**config.mk**
```make
export PLATFORM = sky130hd
export DESIGN_NAME = ddr4_mc_ecc_fi_xor_multi
export DESIGN_NICKNAME = d
export VERILOG_FILES = /design/src/rtl/ddr4_mc_ecc_fi_xor_multi.sv
export SDC_FILE = /design/constraint.sdc
export NUM_CORES = 1
export LEC_CHECK = 0
export ABC_AREA = 1
export BUFFER_PORTS_ARGS = -buffer_cell sky130_fd_sc_hd__buf_2
export CORE_AREA = 2 2 486 488
export CTS_BUF_LIST = sky130_fd_sc_hd__clkbuf_4 sky130_fd_sc_hd__clkbuf_8
export DETAILED_ROUTE_END_ITERATION = 16
export DIE_AREA = 0 0 488 490
export GPL_TIMING_DRIVEN = 0
export PLACE_DENSITY = 0.3
export REMOVE_ABC_BUFFERS = 1
export SLEW_MARGIN = 20
export SYNTH_ARGS = -nofsm -noshare
export SYNTH_HDL_FRONTEND = slang
export SYNTH_SLANG_ARGS = --single-unit
```
**constraint.sdc**
```tcl
create_clock -name clk -period 5.1 [get_ports clk]
set_input_delay 0.765 -clock clk [delete_from_list [all_inputs] [get_ports clk]]
set_output_delay 0.765 -clock clk [all_outputs]
set_load 0.01 [all_outputs]
```
**src/rtl/ddr4_mc_ecc_fi_xor_multi.sv**
```systemverilog
`default_nettype none
// ============================================================================
// ddr4_mc_ecc_fi_xor_multi - ECC fault-injection XOR stage on the MC write path
// Revision: 1.0
// ============================================================================
module ddr4_mc_ecc_fi_xor_multi #(
    parameter int DQ_WIDTH    = 72,
    parameter int DQS_WIDTH   = 9,
    parameter int DATA_WIDTH  = 64,
    parameter int ECC_WIDTH   = 8,
    parameter int nCK_PER_CLK = 4,
    parameter int CNT_WIDTH   = 8,
    parameter int EN_DLY      = 2,
    parameter int TCQ         = 100
) (
    input  logic                                  clk,
    input  logic                                  rst,
    input  logic [2*nCK_PER_CLK*DQ_WIDTH-1:0]     wrdata_in,
    output logic [2*nCK_PER_CLK*DQ_WIDTH-1:0]     wrdata_out,
    input  logic                                  wrdata_en,
    input  logic [DQS_WIDTH-1:0]                  fi_xor_we,
    input  logic [DQ_WIDTH-1:0]                   fi_xor_wrdata,
    input  logic [$clog2(2*nCK_PER_CLK)-1:0]      fi_burst_sel,
    input  logic [1:0]                            fi_mode,
    input  logic [CNT_WIDTH-1:0]                  fi_count,
    input  logic                                  fi_arm,
    input  logic                                  fi_disarm,
    output logic                                  fi_armed,
    output logic                                  fi_inj_pulse,
    output logic [CNT_WIDTH-1:0]                  fi_inj_total
);

    localparam int BEATS      = 2 * nCK_PER_CLK;
    localparam int BEAT_W     = $clog2(BEATS);
    localparam int DQ_PER_DQS = DQ_WIDTH / DQS_WIDTH;
    localparam logic [1:0] MODE_COUNTED = 2'b01;
    localparam logic [1:0] MODE_PERSIST = 2'b10;

    typedef enum logic [0:0] {
        IDLE  = 1'b0,
        ARMED = 1'b1
    } state_t;

    state_t                     state;
    logic [DQ_WIDTH-1:0]        pattern;
    logic [CNT_WIDTH-1:0]       remaining;
    logic [BEAT_W-1:0]          burst_reg;
    logic [1:0]                 mode_reg;
    logic                       wr_vld;
    logic                       inj;
    logic [CNT_WIDTH-1:0]       shots_sel;
    logic [BEATS*DQ_WIDTH-1:0]  inj_mask;

    generate
        if (EN_DLY == 0) begin : g_no_dly
            assign wr_vld = wrdata_en;
        end else begin : g_dly
            logic [EN_DLY-1:0] en_pipe;
            always_ff @(posedge clk) begin
                if (!rst) begin
                    en_pipe <= '0;
                end else begin
                    en_pipe[0] <= wrdata_en;
                    for (int i = 1; i < EN_DLY; i++) begin
                        en_pipe[i] <= en_pipe[i-1];
                    end
                end
            end
            assign wr_vld = en_pipe[EN_DLY-1];
        end
    endgenerate

    assign fi_armed = (state == ARMED);
    assign inj      = fi_armed & wr_vld & ~fi_disarm & rst;

    // Reserved mode behaves as single shot; a zero count still fires once.
    always_comb begin
        shots_sel = CNT_WIDTH'(1);
        if (fi_mode == MODE_COUNTED && fi_count != '0) begin
            shots_sel = fi_count;
        end
    end

    always_comb begin
        inj_mask = '0;
        if (inj) begin
            inj_mask[burst_reg*DATA_WIDTH +: DATA_WIDTH] = pattern[DATA_WIDTH-1:0];
            inj_mask[BEATS*DATA_WIDTH + burst_reg*ECC_WIDTH +: ECC_WIDTH] =
                pattern[DATA_WIDTH +: ECC_WIDTH];
        end
    end

    assign wrdata_out = wrdata_in ^ inj_mask;

    always_ff @(posedge clk) begin
        if (!rst) begin
            state        <= IDLE;
            pattern      <= '0;
            remaining    <= '0;
            burst_reg    <= '0;
            mode_reg     <= '0;
            fi_inj_pulse <= 1'b0;
            fi_inj_total <= '0;
        end else begin
            fi_inj_pulse <= inj;
            if (inj && fi_inj_total != '1) begin
                fi_inj_total <= fi_inj_total + 1'b1;
            end

            case (state)
                IDLE: begin
                    if (fi_arm && !fi_disarm) begin
                        state     <= ARMED;
                        burst_reg <= fi_burst_sel;
                        mode_reg  <= fi_mode;
                        remaining <= shots_sel;
                    end
                end
                ARMED: begin
                    if (fi_disarm) begin
                        state <= IDLE;
                    end else if (fi_arm) begin
                        burst_reg <= fi_burst_sel;
                        mode_reg  <= fi_mode;
                        remaining <= shots_sel;
                    end else if (inj && mode_reg != MODE_PERSIST) begin
                        remaining <= remaining - 1'b1;
                        if (remaining == CNT_WIDTH'(1)) begin
                            state   <= IDLE;
                            pattern <= '0;
                        end
                    end
                end
                default: state <= IDLE;
            endcase

            // Loads come last so a pattern written during the final shot survives the clear.
            for (int i = 0; i < DQS_WIDTH; i++) begin
                if (fi_xor_we[i]) begin
                    pattern[i*DQ_PER_DQS +: DQ_PER_DQS] <= fi_xor_wrdata[i*DQ_PER_DQS +: DQ_PER_DQS];
                end
            end
        end
    end

endmodule
`default_nettype wire

```
# Word-level counts from Yosys, hierarchy flattened
# Cells that the tools add are included.
totals:
  regBits: 97
  in_bits: 675
  out_inout_bits: 586
  elab_cells: 138
op_classes:
  addsub: 5
  eq_ne: 26
  shift: 4
  n_mux: 36
  bitwise_logic: 7
  n_reduce_logical: 44
op_table:
  columns: ["cell", "n"]
  rows:
  - ["bitwise AND 576 bit", 1]
  - ["bitwise mux 576 bit", 1]
  - ["two-way mux 576 bit", 1]
  - ["variable shift 64 x 34 -> 576 bit (first input constant)", 1]
  - ["variable shift 8 x 34 -> 576 bit (first input constant)", 1]
  - ["indexed part select 64 x 34 -> 576 bit", 1]
  - ["indexed part select 8 x 34 -> 576 bit", 1]
  - ["bitwise XOR 576 bit", 1]
  - ["two-way mux 72 bit", 5]
  - ["two-way mux 8 bit", 14]
  - ["nonzero test 2 bit", 27]
  - ["AND reduction 5 bit", 9]
  - ["inequality test 2 bit (second input constant)", 22]
  - ["negator 11 -> 34 bit", 1]
  - ["negator 9 -> 34 bit", 1]
  - ["one-hot mux 8 bit (2 select lines)", 1]
  - ["adder 10 x 6 -> 11 bit (first input constant)", 1]
  - ["two-way mux 3 bit", 3]
  - ["adder 8 x 1 -> 8 bit (second input constant)", 1]
  - ["equality test 8 x 1 -> 1 bit (second input constant)", 1]
  - ["inequality test 8 bit (second input constant)", 1]
  - ["nonzero test 8 bit", 1]
  - ["subtractor 8 x 1 -> 8 bit (second input constant)", 1]
  - ["two-way mux 2 bit", 3]
  - ["11 further kinds", 22]

# Logic depth before layout (Yosys ltp)
logic_depth:
  depth_word: 9
  ltp_mapped: 16
  ltp_nobuf: 12

# Worst setup path before layout
# No wires, ideal clock.
synth_path:
  kind: "register to output"
  startpoint: "register burst_reg[0]"
  endpoint: "output port wrdata_out[416]"
  t_arrival_ns: 2.567
  t_required_ns: 4.335
  setup_slack_ns: 1.768
  stages_incl_launch_ff: 14
  path_buffers: 6
  cell_sequence: "dfxtp_1 buf_4 inv_4 clkbuf_1 ha_1 ha_1 buf_2 inv_2 buf_6 buf_2 buf_2 nand3_1 nor3_1 xor2_1"
synth_between:
  elab_chain_len: 6
  word_cells_on_any_way: 11
  cone_classes: "3 x add/sub; 4 x shift; 2 x mux; 2 x bitwise"
synth_lines:
  columns: ["element", "line_no", "text"]
  rows:
  - ["start, declared", "47", "logic [BEAT_W-1:0] burst_reg;"]
  - ["start signal, assigned", "114", "burst_reg <= fi_burst_sel;"]
  - ["start signal, assigned", "123", "burst_reg <= fi_burst_sel;"]
  - ["adder 10 x 6 -> 11 bit / negator 9 -> 34 bit (equally long branches)", "88, 87", null]
  - ["negator 11 -> 34 bit, or another cell as far along", "89", "pattern[DATA_WIDTH +: ECC_WIDTH];"]
  - ["indexed part select 8 x 34 -> 576 bit, or another cell as far along", "88", "inj_mask[BEATS*DATA_WIDTH + burst_reg*ECC_WIDTH +: ECC_WIDTH] ="]
  - ["bitwise mux 576 bit *", "88", null]
  - ["two-way mux 576 bit *", "86", "if (inj) begin"]
  - ["bitwise XOR 576 bit *", "93", "assign wrdata_out = wrdata_in ^ inj_mask;"]
  - ["end, declared", "19", "output logic [2*nCK_PER_CLK*DQ_WIDTH-1:0] wrdata_out,"]
# Every way passes the cells marked *; elsewhere a longest branch is shown, timed or not.

# Final worst setup path
layout_path:
  startpoint: "register burst_reg[0]"
  endpoint: "output port wrdata_out[474]"
# Same word-level chain as after synthesis.

==> metrics list <==
* Result of the run: completed
- The cell area that synthesis handed to floorplanning was 20500 µm².
- In the finished design, the share of the clock period the worst path needs comes to 0.968.
* DRT Wirelength: 245000 µm
- For the worst setup path, the data required time is 4.34 ns.
- Number of endpoints with negative hold slack in the final report: 0
- Largest registers in the final layout: pattern x72, fi_inj_total x8, remaining x8
- In the final routed layout, each cell accounts on average for 29.6 µm.
* Bufs and invs on worst path: 10
* Area fraction in compound gates after synthesis: 0.0471
- Number of antenna violations at the first check in global routing: 88
- Global placement routability congestion: 0.897
- STA classifies the critical path startpoint as a flip-flop.
* CORE AREA: 234000 µm²
- In this run, CTS created clock tree buffers numbering 9.
- Max-slew headroom: 0.253
* Placed wire-length estimate after detailed placement: 197000 µm
- Max IR drop VDD: 0.169 mV
* # rows: 178
- The longest clock path from root to sink contains 2 buffers.
- Minimum period implied by the final worst setup slack: 4.94 ns
- Traced cell by cell, the critical path runs through buf_16 > inv_16 > buf_16 > ha_4 > ha_4 > buf_4 > buf_16 > nor2_4 > inv_6 > nor2_4 > buf_12 > buf_12 > buf_12 > nand3_1 > xnor2_2 > buf_2.
- Final Instance Count excl. Fillers: 8290
- Type of the worst setup path: reg -> out
- Of the total power, the share spent switching nets is 0.585.
* Multi-input logic area: 16700 µm²
- Family with the most delay on the worst path: buffers and inverters
- CTS saw 97 sinks.
* Source-to-sink clock delay at the later pin of the worst-skew pair: 0.63 ns
- Wire length of the first global-routing pass: 313000 µm
* Initial standard-cell utilization of the core: 0.0878
* Fraction of final layout cells with drive strength greater than 1: 0.302
* Crit path largest cell delay: 0.39 ns
- Worst-Margin Slew: 1.12 ns
- Class of the most critical hold timing path: in -> reg
- A synthesized cell averages 5.20 µm².
- CTS tree: built
- STA classifies the critical path endpoint as an output pin.
- Of the total synthesized cell area, the portion taken by full adders, half adders and majority gates is 0.00609.
* Via total after detailed routing: 33.0k
- After synthesis, the largest family of logic cells by area is simple AND/OR/NAND/NOR gates.
- Drt via density: 3.98
- Yosys printed 0 warnings.
- Global routing finished with a remaining overflow of 0.
- Power density cells: 137 nW/µm²
* Highest fanout seen on the critical path: 42
- Entering global routing, the biggest net connects 49 pins.
- Number of distinct library cells after synthesis: 33
* Final standard cell area without fillers: 33100 µm²
- For the worst setup path, the data arrival time is 4.17 ns.
- Setup violations remaining at the end of the flow were counted as 0.
- Post-Route Skew: 0.0574 ns
- The floorplan step set the die width to 488 µm.
* Die height: 490 µm
* Number of nets in the finished design: 5786
- CTS Hold Buffers Added: 0
* Placed cell count: 8180
- Cell Area, Placed: 31600 µm²
* Die area: 239000 µm²
* Register with the most flip-flops: pattern
* Filler Cell Count: 27.7k
* Cell at the slowest stage of the critical path: dfxtp_4
- Of the total synthesized cell area, the portion taken by XOR and XNOR cells is 0.140.
* Flip-flop count of the largest register, all copies and words added: 72
- Total internal power: 1880 µW
* FF+latch count, synth: 97
- Clock-pin slew on the worst setup and hold paths: 0.22 ns
* Relative contribution of sequential cells to total power: 0.196
- Simple logic cell fraction of the synthesized area: 0.595
- For this run, the top clock speed supported by timing is 0.203 GHz.
- Via count of the first global-routing pass: 31.4k
* Pre-Repair DR Iteration Count: 6
* Cell at the root of the clock tree: clkbuf_8
- Port buffer count: 1260
* Ports placed on the boundary: 1261
- The analysis attributes to net switching a power of 2650 µW.
- Unrepaired setup endpoints after global routing: no
- Fraction of power consumed by the clock network: 0.166
- H-tree levels: 3
* DRC violations left: 0
- Initial DRC Count: 2651
- Max-cap check violation count: 0
- Tot GR Track Use: 0.197
- Static Leakage: 0.0154 µW
- Of the post-synthesis cell area, the part taken by muxes is 0.
- Number of max-slew violations in the final report: 0
- Post-synthesis to final-layout area growth: 61.3%
* Combinational Power Share: 0.639
* Footprint of the flip-flops and latches: 1950 µm²
- Sequential cell area fraction in the yosys report: 0.0945
- The detail route stage leaves a number of antenna-violating nets equal to 0.
- In the synthesized netlist, the number of instances is 3953.
==> Yosys cell counts <==
cell      instances  share of area
xnor2_1         165          0.070
clkbuf_1        136          0.025
nor3_1          177          0.043
buf_4            12         0.0044
nand3_1         560           0.14
nand4_1         276          0.084
inv_2             8         0.0015
a31oi_1           2        0.00061
xor2_1          164          0.070
buf_6             1        0.00055
dfxtp_1          97          0.095
o31ai_1           1        0.00037
nor3b_1           1        0.00037
nand3_4           1        0.00085
nand2_4           1        0.00055
nand3b_1         55          0.020
nand2_1        1413           0.26
o21ai_0          67          0.016
nor2_1          207          0.038
nor2_2           16         0.0049
buf_1            40         0.0073
nor3_4            1        0.00079
o21ai_1          22         0.0054
clkinv_1          1        0.00018
o21bai_1          1        0.00037
a21oi_1          99          0.024
inv_4             1        0.00030
inv_1           321          0.059
nand2_2           4         0.0012
nor2_4           11         0.0060
ha_1             10         0.0061
buf_2            81          0.020
and3_1            1        0.00030
==> cell type report <==
cell class                      instances  share of cell area
Antenna cell                           34             0.00257
Inverter                              331              0.0403
Clock inverter                          7             0.00276
Tap cell                             3150               0.119
Multi-Input combinational cell       3255               0.504
Clock buffer                            9             0.00374
Timing Repair Buffer                 1402               0.268
Sequential cell                        97              0.0589
Timing Repair inverter                  5             0.00132
==> tightest hold or removal path: stages <==
cell and delay [ns]:
buf_2 0.10, nand2_1 0.05, a21oi_1 0.05
==> power groups by stage <==
stage | registers [µW] | clock network [µW] | logic [µW]
after detailed placement | 918 | 0 | 2650
after CTS | 893 | 820 | 2970
final | 887 | 751 | 2900
after floorplan | 854 | 0 | 905
after global placement | 935 | 0 | 2410
after global routing | 894 | 814 | 3090
==> worst paths after layout <==
kind | start | slack [ns] | end | cells past startpoint
worst max-delay path | burst_reg[0] | 0.16 | wrdata_out[474] | 16
worst min-delay path | fi_xor_wrdata[16] | 0.35 | pattern[16] | 3
worst min register to register | g_dly.en_pipe[0] | 0.43 | g_dly.en_pipe[1] | 2
worst max register to register | fi_armed | 2.70 | fi_inj_total[3] | 9
==> repair_timing <==
action | CTS | global route
pin swaps | 21 | 0
buffers inserted | 48 | 0
endpoints found under the setup margin | 575 | 1
cloned | 12 | 0
gates resized for setup | 85 | 1
==> kinds of logic after synthesis <==
group	count (synthesis)
AOI/OAI and AO/OA	192
xor gates and xnor gates	329
adders and majority gates	10
buffers and inverters	601
DFF	97
and+or+nand+nor	2724
==> placed cells by master (no fill, tap or decap), types with 5 or more instances in the layout <==
cell       count
nand2_1     1405
buf_2       1254
nand3_1      554
inv_1        314
nand4_1      276
nor2_1       199
nor3_1       166
xor2_1       161
xnor2_1      143
a21oi_1       99
dfxtp_1       91
o21ai_0       67
nand3b_1      55
buf_4         44
buf_12        39
buf_16        36
diode_2       34
nor2_4        27
xnor2_2       22
o21ai_1       22
buf_6         17
inv_6         10
nor3_2         9
clkbuf_8       9
nand2_2        8
nor2_2         8
ha_1           7
bufbuf_16      7
inv_2          5
nand3_4        5
dfxtp_2        5
buf_8          5
==> metrics by stage <==
stage / TNS [ns] / utilization / hold WS [ns] / total power, µW / setup WS, ns
floorplan: -4237.58 / - / 0.390 / 1760 / -9.43
global placement: - / 0.127 / 0.399 / 3340 / -26.41
detailed placement: -471.24 / 0.135 / 0.399 / 3570 / -2.04
CTS: 0 / 0.141 / 0.260 / 4690 / 0.00851
global route: 0 / 0.141 / 0.295 / 4800 / 0.00181
finish: 0 / 0.142 / 0.349 / 4540 / 0.163
==> metal layers <==
| layer | vias up | share of wire | routed length, µm | global-route usage |
|---|---|---|---|---|
| met2 | 1618 | 0.49 | 120000 | 0.346 |
| met4 | 30 | 0.031 | 7580 | 0.0585 |
| met3 | 271 | 0.077 | 19000 | 0.0530 |
| met1 | 15837 | 0.40 | 98500 | 0.232 |
| li1 | 15277 | - | - | - |
| met5 | - | 0.00088 | 216 | 0 |
Note: power is estimated with default switching activity, not from simulation.
